==> src/rtl/avalmm_master_ctrl.sv <==
`default_nettype none
// ============================================================================
// avalmm_master_ctrl : single-outstanding Avalon-MM master, fixed read latency,
//                      waitrequest timeout.                        Rev 1.0
// ============================================================================
module avalmm_master_ctrl #(
  parameter int ADDR_W     = 5,
  parameter int DATA_W     = 32,
  parameter int RD_LATENCY = 1,
  parameter int TIMEOUT    = 255
) (
  input  logic              sys_clk,
  input  logic              rst,
  input  logic              cmd_valid,
  output logic              cmd_ready,
  input  logic              cmd_write,
  input  logic [ADDR_W-1:0] cmd_addr,
  input  logic [DATA_W-1:0] cmd_wdata,
  output logic              rsp_valid,
  output logic [DATA_W-1:0] rsp_rdata,
  output logic              rsp_err,
  output logic [ADDR_W-1:0] avm_address,
  output logic              avm_write,
  output logic              avm_read,
  output logic [DATA_W-1:0] avm_writedata,
  input  logic [DATA_W-1:0] avm_readdata,
  input  logic              avm_waitrequest
);

  typedef enum logic [1:0] {
    IDLE    = 2'd0,
    BUS     = 2'd1,
    RD_WAIT = 2'd2,
    RESP    = 2'd3
  } state_t;

  localparam logic [2:0]  c_LAT_INIT = 3'(RD_LATENCY - 1);
  localparam logic [16:0] c_TIMEOUT  = 17'(TIMEOUT);

  state_t              state_q;
  logic [15:0]         stall_q;
  logic [2:0]          lat_q;
  logic                cmd_ready_q;
  logic                rsp_valid_q;
  logic [DATA_W-1:0]   rsp_rdata_q;
  logic                rsp_err_q;
  logic [ADDR_W-1:0]   avm_address_q;
  logic                avm_write_q;
  logic                avm_read_q;
  logic [DATA_W-1:0]   avm_writedata_q;

  // One bit wider than the counter so TIMEOUT=65535 compares without wrap.
  logic [16:0] w_stall_inc;
  assign w_stall_inc = {1'b0, stall_q} + 17'd1;

  always_ff @(posedge sys_clk or posedge rst) begin
    if (rst) begin
      state_q         <= IDLE;
      stall_q         <= '0;
      lat_q           <= '0;
      cmd_ready_q     <= 1'b1;
      rsp_valid_q     <= 1'b0;
      rsp_rdata_q     <= '0;
      rsp_err_q       <= 1'b0;
      avm_address_q   <= '0;
      avm_write_q     <= 1'b0;
      avm_read_q      <= 1'b0;
      avm_writedata_q <= '0;
    end else begin
      rsp_valid_q <= 1'b0;
      case (state_q)
        IDLE: begin
          if (cmd_valid && cmd_ready_q) begin
            avm_address_q   <= cmd_addr;
            avm_writedata_q <= cmd_wdata;
            avm_write_q     <= cmd_write;
            avm_read_q      <= !cmd_write;
            stall_q         <= '0;
            cmd_ready_q     <= 1'b0;
            state_q         <= BUS;
          end
        end
        BUS: begin
          if (!avm_waitrequest) begin
            avm_write_q <= 1'b0;
            avm_read_q  <= 1'b0;
            if (avm_read_q) begin
              lat_q   <= c_LAT_INIT;
              state_q <= RD_WAIT;
            end else begin
              rsp_rdata_q <= '0;
              rsp_err_q   <= 1'b0;
              rsp_valid_q <= 1'b1;
              state_q     <= RESP;
            end
          end else if (w_stall_inc >= c_TIMEOUT) begin
            // Abandon the stalled transfer and report it as an error.
            avm_write_q <= 1'b0;
            avm_read_q  <= 1'b0;
            stall_q     <= w_stall_inc[15:0];
            rsp_rdata_q <= '0;
            rsp_err_q   <= 1'b1;
            rsp_valid_q <= 1'b1;
            state_q     <= RESP;
          end else begin
            stall_q <= w_stall_inc[15:0];
          end
        end
        RD_WAIT: begin
          if (lat_q == 3'd0) begin
            rsp_rdata_q <= avm_readdata;
            rsp_err_q   <= 1'b0;
            rsp_valid_q <= 1'b1;
            state_q     <= RESP;
          end else begin
            lat_q <= lat_q - 3'd1;
          end
        end
        RESP: begin
          cmd_ready_q <= 1'b1;
          state_q     <= IDLE;
        end
        default: begin
          cmd_ready_q <= 1'b1;
          state_q     <= IDLE;
        end
      endcase
    end
  end

  assign cmd_ready     = cmd_ready_q;
  assign rsp_valid     = rsp_valid_q;
  assign rsp_rdata     = rsp_rdata_q;
  assign rsp_err       = rsp_err_q;
  assign avm_address   = avm_address_q;
  assign avm_write     = avm_write_q;
  assign avm_read      = avm_read_q;
  assign avm_writedata = avm_writedata_q;

endmodule
`default_nettype wire

==> config.mk <==
export PLATFORM = sky130hd
export DESIGN_NAME = avalmm_master_ctrl
export DESIGN_NICKNAME = d
export VERILOG_FILES = /design/src/rtl/avalmm_master_ctrl.sv
export SDC_FILE = /design/constraint.sdc
export NUM_CORES = 1
export LEC_CHECK = 0
export ABC_AREA = 1
export CAP_MARGIN = 5
export CORE_ASPECT_RATIO = 0.75
export CORE_UTILIZATION = 30
export DETAILED_ROUTE_END_ITERATION = 12
export PLACE_DENSITY = 0.63
export RECOVER_POWER = 25
export SETUP_SLACK_MARGIN = 0.5
export SLEW_MARGIN = 5
export SYNTH_ARGS = -nofsm -noshare
export SYNTH_HDL_FRONTEND = slang
export SYNTH_SLANG_ARGS = --single-unit
==> constraint.sdc <==
create_clock -name sys_clk -period 6.8 [get_ports sys_clk]
set_input_delay 0.68 -clock sys_clk [delete_from_list [all_inputs] [get_ports sys_clk]]
set_output_delay 0.68 -clock sys_clk [all_outputs]
set_load 0.01 [all_outputs]
### Word level (Yosys, flattened, before mapping)

Cells that the tools add are included.

* register bits: 95
* output and inout port bits: 74

* $add $sub $neg: 2
* muxes and demuxes: 36
* magnitude comparators: 1
* eq/ne operators: 11
* reductions and logical operators: 14

Operators with widths (count)
* 2-to-1 mux 32 bit: 4
* one-hot mux 32 bit (2 select lines): 1
* 2-to-1 mux 16 bit: 2
* one-hot mux 16 bit (2 select lines): 1
* adder 16 x 1 -> 17 bit (second input constant): 1
* greater-or-equal comparator 17 x 8 -> 1 bit (second input constant): 1
* 2-to-1 mux 1 bit: 14
* inequality test 2 bit (second input constant): 6
* one-hot mux 1 bit (2 select lines): 5
* 2-to-1 mux 3 bit: 3
* AND reduction 3 bit: 3
* 2-to-1 mux 2 bit: 4
* one-hot mux 2 bit (4 select lines): 1
* AND reduction 4 bit: 2
* inequality test 3 bit (second input constant): 2
* one-hot mux 3 bit (2 select lines): 1
* nonzero test 2 bit: 3
* equality test 2 bit (second input constant): 2
* AND reduction 2 bit: 2
* zero test 3 bit: 1
* subtractor 3 x 1 -> 3 bit (second input constant): 1
* equality test 2 x 1 -> 1 bit (second input constant): 1
* zero test 2 bit: 1
* logical AND 1 bit: 1
* zero test 1 bit: 1

### Depth between registers and ports, before layout

Gate-level depths: netlist of the first run.

* depth in word-level cells: 5
* gate-level depth with buffers: 15
* mapped depth without buffers: 14

### Worst setup path after synthesis of the first run

No wires, ideal clock.

* path type: register to register
* start: reg state_q[1]
* end: reg stall_q[1]
* slack: 4.871 ns
* cell stages (with the launch flop): 8
* arrival: 1.801 ns
* data required time: 6.672 ns
* setup time: 0.128 ns
* period minus slack after synthesis: 1.929 ns
* path buffers: 0
* path through: dfrtp_1 > inv_1 > ha_1 > nand2_1 > nor2_1 > inv_2 > o21ai_1 > mux2_1

* word-level cells in the longest chain between the ends: 3
* elaborated cells on any way between the ends: 7
* classes of those cells: 3 x eq/ne; 1 x mux; 3 x reduce/logical

Ends and longest elaborated chain
* start: declaration: RTL line 40 `state_t state_q;`
* start signal: assignment: RTL line 58 `state_q <= IDLE;`
* start signal: assignment: RTL line 80 `state_q <= BUS;`
* start signal: assignment: RTL line 89 `state_q <= RD_WAIT;`
* equality test 2 x 1 -> 1 bit / zero test 2 bit (equally long branches): RTL line 71 `case (state_q)`
* inequality test 2 bit (no source line) / nonzero test 2 bit (equally long branches)
* AND reduction 3 bit (no source line)
* end signal: assignment: RTL line 100 `stall_q <= w_stall_inc[15:0];`
* end signal: assignment: RTL line 106 `stall_q <= w_stall_inc[15:0];`
* end: declaration: RTL line 41 `logic [15:0] stall_q;`

Parallel ways exist; a longest one is shown, timed or not.
A chain may end at the register's enable or synchronous reset.

### Worst setup path in the final report of the first run

* start: in cmd_valid
* end: reg avm_writedata_q[19], in the netlist avm_writedata[19]

* word-level cells in the longest chain between the ends: 2

Ends and longest elaborated chain
* start: declaration: RTL line 14 `input logic cmd_valid,`
* logical AND 1 bit: RTL line 73 `if (cmd_valid && cmd_ready_q) begin`
* AND reduction 2 bit (no source line)
* end signal: assignment: RTL line 75 `avm_writedata_q <= cmd_wdata;`
* end: declaration: RTL line 50 `logic [DATA_W-1:0] avm_writedata_q;`

Every way passes these cells.

==> impl_metrics.env, run 1 <==
export IMPL_synth_ff_type="dfrtp_1"
export IMPL_r2r_start="state_q[0]"
export IMPL_slowest_delay_ps=1350
export IMPL_setup_tns_final_ps=0
export IMPL_pin_count=148
export IMPL_coreArea_um2=14800
export IMPL_seqCellArea_um2=2380
export IMPL_clock_skew_ps=11.6
export IMPL_insertion_delay_ps=350
export IMPL_fin_crit_ps=3440
export IMPL_arrival_ps=3680
export IMPL_worst_path_max_delay_cell="clkbuf_1"
export IMPL_maxSlewHeadroom=-0.249
export IMPL_cts_tree="yes"
export IMPL_wl_met1_um=6210
export IMPL_netlist_area_leader_share=0.508
export IMPL_die_y_um=110
export IMPL_crit_path_start_kind="input pin"
export IMPL_holdWs_ps=466
export IMPL_met2_length_um=4980
export IMPL_power_frac_comb=0.050
export IMPL_wl_per_cell_um=13.2
export IMPL_numCtsBuffers=9
export IMPL_met3_length_um=970
export IMPL_vdd_drop_max_v=0.000119
export IMPL_dieArea_um2=16000
export IMPL_holdBufCountCts=0
export IMPL_drt_iter0_drc=273
export IMPL_final_common_cell="nand2_1"
export IMPL_p_int_mw=0.868
export IMPL_post_cts_buffers=0
export IMPL_powerDensity_nw_per_um2=173
export IMPL_critPathTopFamily="buffers and inverters"
export IMPL_syn_inst=593
export IMPL_p_switching_mw=0.262
export IMPL_hpwl_um=8210
export IMPL_syn_num_nets=676
export IMPL_synth_edf_count=0
export IMPL_violations="capacitance limit, slew limit"
export IMPL_area_growth_pct=40.6
export IMPL_rows=38
export IMPL_min_delay_start="rsp_rdata[9]"
export IMPL_path_class="input pin to register"
export IMPL_grt_max_degree=58
export IMPL_finalWirelength_um=12300
export IMPL_grt_pass1_vias=3963
export IMPL_status="complete, but fails checks"
export IMPL_initial_core_util=0.313
export IMPL_antenna_cells=0
export IMPL_antenna_found_initial=0
export IMPL_cp_end_kind="register"
export IMPL_worstPathRequired_ps=7040
export IMPL_htree_levels=3
export IMPL_reg2reg_slack_ps=3370
export IMPL_place_congestion=0.822
export IMPL_sw_frac_of_total=0.232
export IMPL_final_nets=811
export IMPL_grt_pass1_wl_um=20000
export IMPL_netlist_area_um2=4630
export IMPL_crit_path_frequent_cell="nand2_1"
export IMPL_timing_fmax_ghz=0.291
export IMPL_maxUsedRoutingLayer="met4"
export IMPL_num_vias=4215
export IMPL_reg2reg_to="avm_writedata[19]"
export IMPL_rsz0062_at_grt="no"
export IMPL_viasPerCell=4.52
export IMPL_cts_sinks=95
export IMPL_worst_pin_slew_ps=1870
export IMPL_fp_dieW_um=146
export IMPL_synthTopCellsByArea="dfrtp_1 51%, nand2_1 22%, nand4_1 5.5%"
export IMPL_pwr_share_seq=0.501
export IMPL_cp_startpoint="cmd_valid"
export IMPL_hold_viol_final=0
export IMPL_synth_avg_cell_area_um2=7.81
export IMPL_cts_resized=0
export IMPL_slew_viol_final=81
export IMPL_path_clk_slew_ps=70
export IMPL_ys_seq_area_frac=0.513
export IMPL_multi_input_area_um2=1850
export IMPL_path_depth=6
export IMPL_n_fill_cell=1463
export IMPL_ant_nets=0
export IMPL_worstHoldPathType="register to register"
export IMPL_critical_path_cell_chain="clkdlybuf4s50_1, nand3_1, clkbuf_1, inv_2, nand2_1, nand2_1"
export IMPL_leakage_nw=3.60
export IMPL_r2r_cells=7
export IMPL_layout_drive_gt1_share=0.0464
export IMPL_grt_overflow=0
export IMPL_synth_top_area_cell="dfrtp_1"
export IMPL_finalSetupViolations=0
export IMPL_fin_util=0.441
export IMPL_p_clk_frac=0.449
export IMPL_ys_seq_elements=95
export IMPL_synth_warnings=0
export IMPL_drt_pass1_iter_count=4
export IMPL_async_reset_ff_frac=1.00
export IMPL_ys_types=28
export IMPL_maxCapViolCount=2
export IMPL_path_buf_inv=3
export IMPL_endpoint="avm_writedata[19]"
export IMPL_grt_total_usage=0.160
export IMPL_worstPathMaxFanout=40
export IMPL_final_cell_mix="267 x nand2_1, 119 x clkdlybuf4s50_1, 94 x dfrtp_1"
export IMPL_portBuffers=147
export IMPL_drc_errors=0
export IMPL_clockBufferDepth=2
export IMPL_finalCritPeriodShare=0.506
export IMPL_cts_root_buffer="clkbuf_16"
cell families (layout without fill, tap and decap cells):
kind of cell	Yosys count	count (layout)	synth area share
DFF	95	95	0.513
adders and majority gates	9	9	0.0243
and+or+nand+nor	357	357	0.325
AOI/OAI and AO/OA	33	33	0.0397
xor gates and xnor gates	4	4	0.00756
buffers and inverters	94	234	0.0878
muxes	1	1	0.00243
stage by stage:
| step | power [mW] | std cells | instance area (um2) | setup slack, ps |
|---|---|---|---|---|
| finish | 1.13 | 933 | 6510 | 3360 |
| global route | 1.17 | 933 | 6510 | 3010 |
| CTS | 1.14 | 933 | 6520 | 3450 |
| detailed placement | 0.634 | 917 | 6230 | 3450 |
| global placement | 0.635 | 917 | 6230 | 3480 |
| floorplan | 0.585 | 593 | 4630 | 3640 |
worst min-delay path by stage:
stage	end	slack [ps]	cells past startpoint
4_1_cts	rsp_rdata[1]	480	2
2_1_floorplan	state_q[0]	500	2
3_5_place_dp	rsp_rdata[8]	460	2
3_3_place_gp	rsp_rdata[26]	450	2
6_report	rsp_rdata[9]	470	2
5_1_grt	rsp_rdata[29]	500	2
cells in the mapped netlist, types with 3 or more instances:
master and count:
nand4_1 41, nand2_1 267, o21ai_0 16, inv_1 64, dfrtp_1 94, o22ai_1 9, a21oi_1 5, xor2_1 4
ha_1 9, clkbuf_1 13, nor2_1 20, inv_2 3, nor2_2 5, buf_6 7, buf_1 5, nand3_1 17
worst min-delay path, stage by stage, from the launching register on:
cell     delay [ps]
dfrtp_1         340
nand2_1          50
nand2_1          40
layout make-up:
type	instances	area share
Clock buffer	10	0.0367
Clock inverter	6	0.00788
Inverter	68	0.0394
Multi-Input combinational cell	404	0.284
Sequential cell	95	0.365
Tap cell	200	0.0384
Timing Repair Buffer	150	0.229
layer usage:
layer	global-route usage	vias up
met5	0	-
met4	0.0504	0
met3	0.0544	11
met2	0.226	149
met1	0.228	1925
li1	-	2130
sequential cells by signal (all words and copies together) (netlist names):
| register | flops |
|---|---|
| lat_q | 3 |
| avm_write | 1 |
| rsp_valid | 1 |
| cmd_ready | 1 |
| stall_q | 16 |
| rsp_err | 1 |
| state_q | 2 |
| avm_address | 5 |
| rsp_rdata | 32 |
| avm_read | 1 |
| avm_writedata | 32 |
power groups by stage:
stage	sequential (mW)	combinational, mW	clock (mW)
floorplan	0.576	0.00904	0
global placement	0.576	0.0589	0
detailed placement	0.576	0.0580	0
CTS	0.565	0.0586	0.521
global route	0.565	0.0624	0.545
finish	0.565	0.0570	0.507
Power figures use the tool's default switching activity.
==> inputs of run 2 (changes only) <==
==> constraint.sdc (replaced) <==
create_clock -name sys_clk -period 3.54 [get_ports sys_clk]
set_input_delay 0.354 -clock sys_clk [delete_from_list [all_inputs] [get_ports sys_clk]]
set_output_delay 0.354 -clock sys_clk [all_outputs]
set_load 0.01 [all_outputs]
==> impl_metrics.env, run 2 (synthesized netlist as in run 1, its figures left out) <==
export IMPL_finalSetupViolations=0
export IMPL_r2r_start="state_q[0]"
export IMPL_portBuffers=147
export IMPL_powerDensity_nw_per_um2=342
export IMPL_grt_max_degree=56
export IMPL_timing_fmax_ghz=0.382
export IMPL_worst_path_max_delay_cell="nand3_2"
export IMPL_cts_root_buffer="clkbuf_16"
export IMPL_place_ws_ps=872
export IMPL_place_congestion=0.829
export IMPL_final_cell_mix="267 x nand2_1, 146 x clkdlybuf4s50_1, 94 x dfrtp_1"
export IMPL_drt_pass1_iter_count=5
export IMPL_grt_overflow=0
export IMPL_final_common_cell="nand2_1"
export IMPL_drt_iter0_drc=233
export IMPL_p_total_mw=2.25
export IMPL_cp_end_kind="register"
export IMPL_path_clk_slew_ps=70
export IMPL_fin_util=0.446
export IMPL_worstPathMaxFanout=37
export IMPL_status="complete, but fails checks"
export IMPL_cts_resized=0
export IMPL_worstPathRequired_ps=3760
export IMPL_vdd_drop_max_v=0.000212
export IMPL_arrival_ps=2840
export IMPL_n_fill_cell=1435
export IMPL_slowest_delay_ps=600
export IMPL_clockBufferDepth=2
export IMPL_pin_count=148
export IMPL_critical_path_cell_chain="inv_1, ha_1, buf_4, o21ai_0, clkinv_1, buf_4, nand3_2, nand2_1, nand2_1"
export IMPL_critPathTopFamily="simple AND/OR/NAND/NOR gates"
export IMPL_drc_errors=0
export IMPL_post_cts_buffers=0
export IMPL_setup_ws_ps=922
export IMPL_path_class="register to register"
export IMPL_holdBufCountCts=0
export IMPL_finish_instance_area_um2=6600
export IMPL_wl_per_cell_um=12.8
export IMPL_insertion_delay_ps=340
export IMPL_fin_crit_ps=2620
export IMPL_cp_startpoint="state_q[0]"
export IMPL_antenna_cells=0
export IMPL_min_delay_start="rsp_rdata[1]"
export IMPL_grt_pass1_wl_um=19800
export IMPL_area_growth_pct=42.4
export IMPL_violations="capacitance limit, slew limit"
export IMPL_num_vias=4185
export IMPL_crit_path_start_kind="register"
export IMPL_fp_dieW_um=146
export IMPL_coreArea_um2=14800
export IMPL_path_buf_inv=4
export IMPL_grt_total_usage=0.157
export IMPL_rows=38
export IMPL_setup_tns_final_ps=0
export IMPL_worstHoldPathType="register to register"
export IMPL_post_place_cells=922
export IMPL_maxSlewHeadroom=-0.453
export IMPL_cts_tree="yes"
export IMPL_finalCritPeriodShare=0.740
export IMPL_ant_nets=0
export IMPL_htree_levels=3
export IMPL_leakage_nw=3.55
export IMPL_antenna_found_initial=0
export IMPL_die_y_um=110
export IMPL_rsz0062_at_grt="no"
export IMPL_slew_viol_final=55
export IMPL_viasPerCell=4.46
export IMPL_final_nets=816
export IMPL_layout_drive_gt1_share=0.0528
export IMPL_hpwl_um=8100
export IMPL_finalWirelength_um=12000
export IMPL_initial_core_util=0.313
export IMPL_dieArea_um2=16000
export IMPL_cts_sinks=95
export IMPL_placed_area_um2=6280
export IMPL_numCtsBuffers=9
export IMPL_grt_pass1_vias=3801
export IMPL_worst_pin_slew_ps=2180
export IMPL_maxCapViolCount=1
export IMPL_clock_skew_ps=10.2
export IMPL_holdWs_ps=472
export IMPL_instances_no_fill=938
export IMPL_hold_viol_final=0
## run 2: cell types whose count changed in the layout (fill, tap and decap cells not counted), moves of 2 or more
| cell | change |
|---|---|
| dlygate4sd3_1 | -27 |
| clkdlybuf4s50_1 | +27 |
| buf_4 | +5 |
| bufinv_16 | +2 |
| inv_6 | -2 |
## run 2: worst reg2reg max path, cell delays in order (launching register included)
cell	delay, ps
dfrtp_1	410
inv_1	150
ha_1	160
buf_4	330
o21ai_0	160
clkinv_1	60
buf_4	330
nand3_2	600
nand2_1	230
nand2_1	80
## run 2: per-layer routing
layer	global-route usage	part of all wire
met1	0.228	0.51
met2	0.221	0.41
met3	0.0519	0.079
met4	0.0383	0.0087
met5	0	0
## run 2: worst paths after layout
check | depth (start not counted) | endpoint | slack, ps
worst max register to register | 9 | rsp_rdata[21] | 920
worst min-delay path | 2 | rsp_rdata[1] | 470
min in group asynchronous | 2 | rsp_rdata[15] | 1190
worst min register to register | 2 | rsp_rdata[1] | 470
max in group asynchronous | 2 | rsp_rdata[16] | 1090
worst max-delay path | 9 | rsp_rdata[21] | 920
## run 2: area by class of cell
| class | count | area, um2 | share of cell area |
|---|---|---|---|
| inverters | 68 | 255 | 0.0387 |
| well taps | 200 | 250 | 0.0379 |
| flip-flops and latches | 95 | 2380 | 0.361 |
| repair buffers | 155 | 1540 | 0.234 |
| clock buffers | 9 | 225 | 0.0341 |
| clock inverters | 7 | 95.1 | 0.0144 |
| multi-input cells | 404 | 1850 | 0.280 |
## run 2: where the power goes
group,internal (mW),switching (mW),total (mW),leakage [nW]
clock,0.621,0.436,1.06,0.156
sequential,1.09,0.000806,1.09,1.23
combinational,0.0739,0.0364,0.110,2.16
==> inputs of run 3 (changes only) <==
==> constraint.sdc (replaced) <==
create_clock -name sys_clk -period 2.6 [get_ports sys_clk]
set_input_delay 0.26 -clock sys_clk [delete_from_list [all_inputs] [get_ports sys_clk]]
set_output_delay 0.26 -clock sys_clk [all_outputs]
set_load 0.01 [all_outputs]
==> impl_metrics.env, run 3 (synthesized netlist as in run 1, its figures left out) <==
export IMPL_final_common_cell="nand2_1"
export IMPL_p_clk_frac=0.438
export IMPL_fp_dieW_um=146
export IMPL_r2r_cells=15
export IMPL_p_switching_mw=0.641
export IMPL_path_clk_slew_ps=70
export IMPL_worst_pin_slew_ps=1180
export IMPL_clock_skew_ps=7.04
export IMPL_drt_iter0_drc=285
export IMPL_grt_pass1_vias=4026
export IMPL_drc_errors=0
export IMPL_rsz0062_at_grt="yes"
export IMPL_worstHoldPathType="input pin to register"
export IMPL_cts_tree="yes"
export IMPL_vdd_drop_max_v=0.000310
export IMPL_grt_overflow=0
export IMPL_timing_fmax_ghz=0.474
export IMPL_met3_length_um=967
export IMPL_final_cell_mix="242 x nand2_1, 146 x clkdlybuf4s50_1, 90 x dfrtp_1"
export IMPL_grt_pass1_wl_um=20400
export IMPL_status="finished, final reports clean"
export IMPL_htree_levels=3
export IMPL_grt_max_degree=39
export IMPL_slew_viol_final=0
export IMPL_die_y_um=110
export IMPL_setup_tns_final_ps=0
export IMPL_antenna_cells=0
export IMPL_maxSlewHeadroom=0.206
export IMPL_rows=38
export IMPL_path_class="register to register"
export IMPL_pin_count=148
export IMPL_wl_per_cell_um=13.6
export IMPL_sw_frac_of_total=0.221
export IMPL_holdBufCountCts=0
export IMPL_leakage_nw=3.62
export IMPL_cp_end_kind="register"
export IMPL_met2_length_um=5590
export IMPL_powerDensity_nw_per_um2=419
export IMPL_p_int_mw=2.26
export IMPL_hpwl_um=8420
export IMPL_pwr_share_seq=0.509
export IMPL_power_frac_comb=0.052
export IMPL_viasPerCell=4.51
export IMPL_hold_viol_final=0
export IMPL_coreArea_um2=14800
export IMPL_n_fill_cell=1468
export IMPL_fin_crit_ps=2110
export IMPL_arrival_ps=2350
export IMPL_maxUsedRoutingLayer="met4"
export IMPL_initial_core_util=0.313
export IMPL_wl_met1_um=6250
export IMPL_layout_drive_gt1_share=0.116
export IMPL_finalCritPeriodShare=0.812
export IMPL_worstPathRequired_ps=2840
export IMPL_insertion_delay_ps=340
export IMPL_dieArea_um2=16000
export IMPL_portBuffers=147
export IMPL_worstHoldPathCells=3
export IMPL_cts_sinks=95
export IMPL_num_vias=4270
export IMPL_drt_pass1_iter_count=4
export IMPL_maxCapViolCount=0
export IMPL_numCtsBuffers=9
export IMPL_place_congestion=0.787
export IMPL_ant_nets=0
export IMPL_worstPathMaxFanout=16
export IMPL_instances_no_fill=947
export IMPL_cts_root_buffer="clkbuf_16"
export IMPL_area_growth_pct=49.6
export IMPL_crit_path_start_kind="register"
export IMPL_post_place_cells=925
export IMPL_grt_total_usage=0.161
export IMPL_antenna_found_initial=0
export IMPL_final_nets=825
export IMPL_finalSetupViolations=0
export IMPL_finalWirelength_um=12900
export IMPL_clockBufferDepth=2
run 3: metal layers:
layer  vias to the layer above  GRT usage
met5                         -          0
met2                       132      0.248
li1                       2159          -
met3                        12     0.0527
met4                         0     0.0376
met1                      1967      0.221
run 3: path summary, 6_finish.rpt:
kind	from	end	slack (ps)
worst max-delay path	stall_q[0]	rsp_rdata[8]	490
worst min-delay path	cmd_wdata[17]	avm_writedata[17]	450
worst max register to register	stall_q[0]	rsp_rdata[8]	490
worst min register to register	rsp_rdata[3]	rsp_rdata[3]	470
max in group asynchronous	rst	rsp_rdata[7]	1270
min in group asynchronous	rst	stall_q[10]	620
run 3: cell type report:
| cell class | instances | area, um2 | area share |
|---|---|---|---|
| well taps | 200 | 250 | 0.0361 |
| flip-flops and latches | 95 | 2380 | 0.344 |
| clock inverters | 6 | 43.8 | 0.00632 |
| clock buffers | 10 | 239 | 0.0345 |
| repair buffers | 164 | 1700 | 0.246 |
| inverters | 68 | 259 | 0.0374 |
| multi-input cells | 404 | 2050 | 0.296 |
run 3: worst max-delay path: stages (launching register included):
cell and delay [ps]:
dfrtp_2 470, inv_4 110, ha_4 210, nor2_2 80
nor2_1 50, nor2_1 80, nand2_1 70, nor2_1 110
nand3_1 100, nand2_1 110, nor2_2 60, nand3_4 90
nand3_4 150, clkbuf_16 220, nand2_1 70, nand2_1 50
run 3: through the flow:
stage,hold slack [ps],utilization,total power [mW],worst slack [ps],cell area (um2)
floorplan,370,-,1.53,671,4640
CTS,352,0.448,2.95,494,6630
detailed placement,458,0.428,1.66,391,6330
global route,441,0.469,3.01,339,6930
finish,445,0.469,2.90,489,6930
global placement,453,0.428,1.66,417,6330
run 3: repair_timing:
item / in CTS / in global routing
gates resized for setup: 4 / 57
hold endpoints to repair: 0 / 0
cloned: 0 / 3
endpoints found under the setup margin: 35 / 39
buffers inserted: 0 / 3
pin swaps: 0 / 3
run 3: power by group through the flow:
stage / clock, mW / combinational [mW] / sequential (mW)
after floorplan: 0 / 0.0240 / 1.51
after global placement: 0 / 0.157 / 1.51
after detailed placement: 0 / 0.156 / 1.51
after CTS: 1.31 / 0.157 / 1.48
after global routing: 1.37 / 0.167 / 1.48
final: 1.27 / 0.152 / 1.48
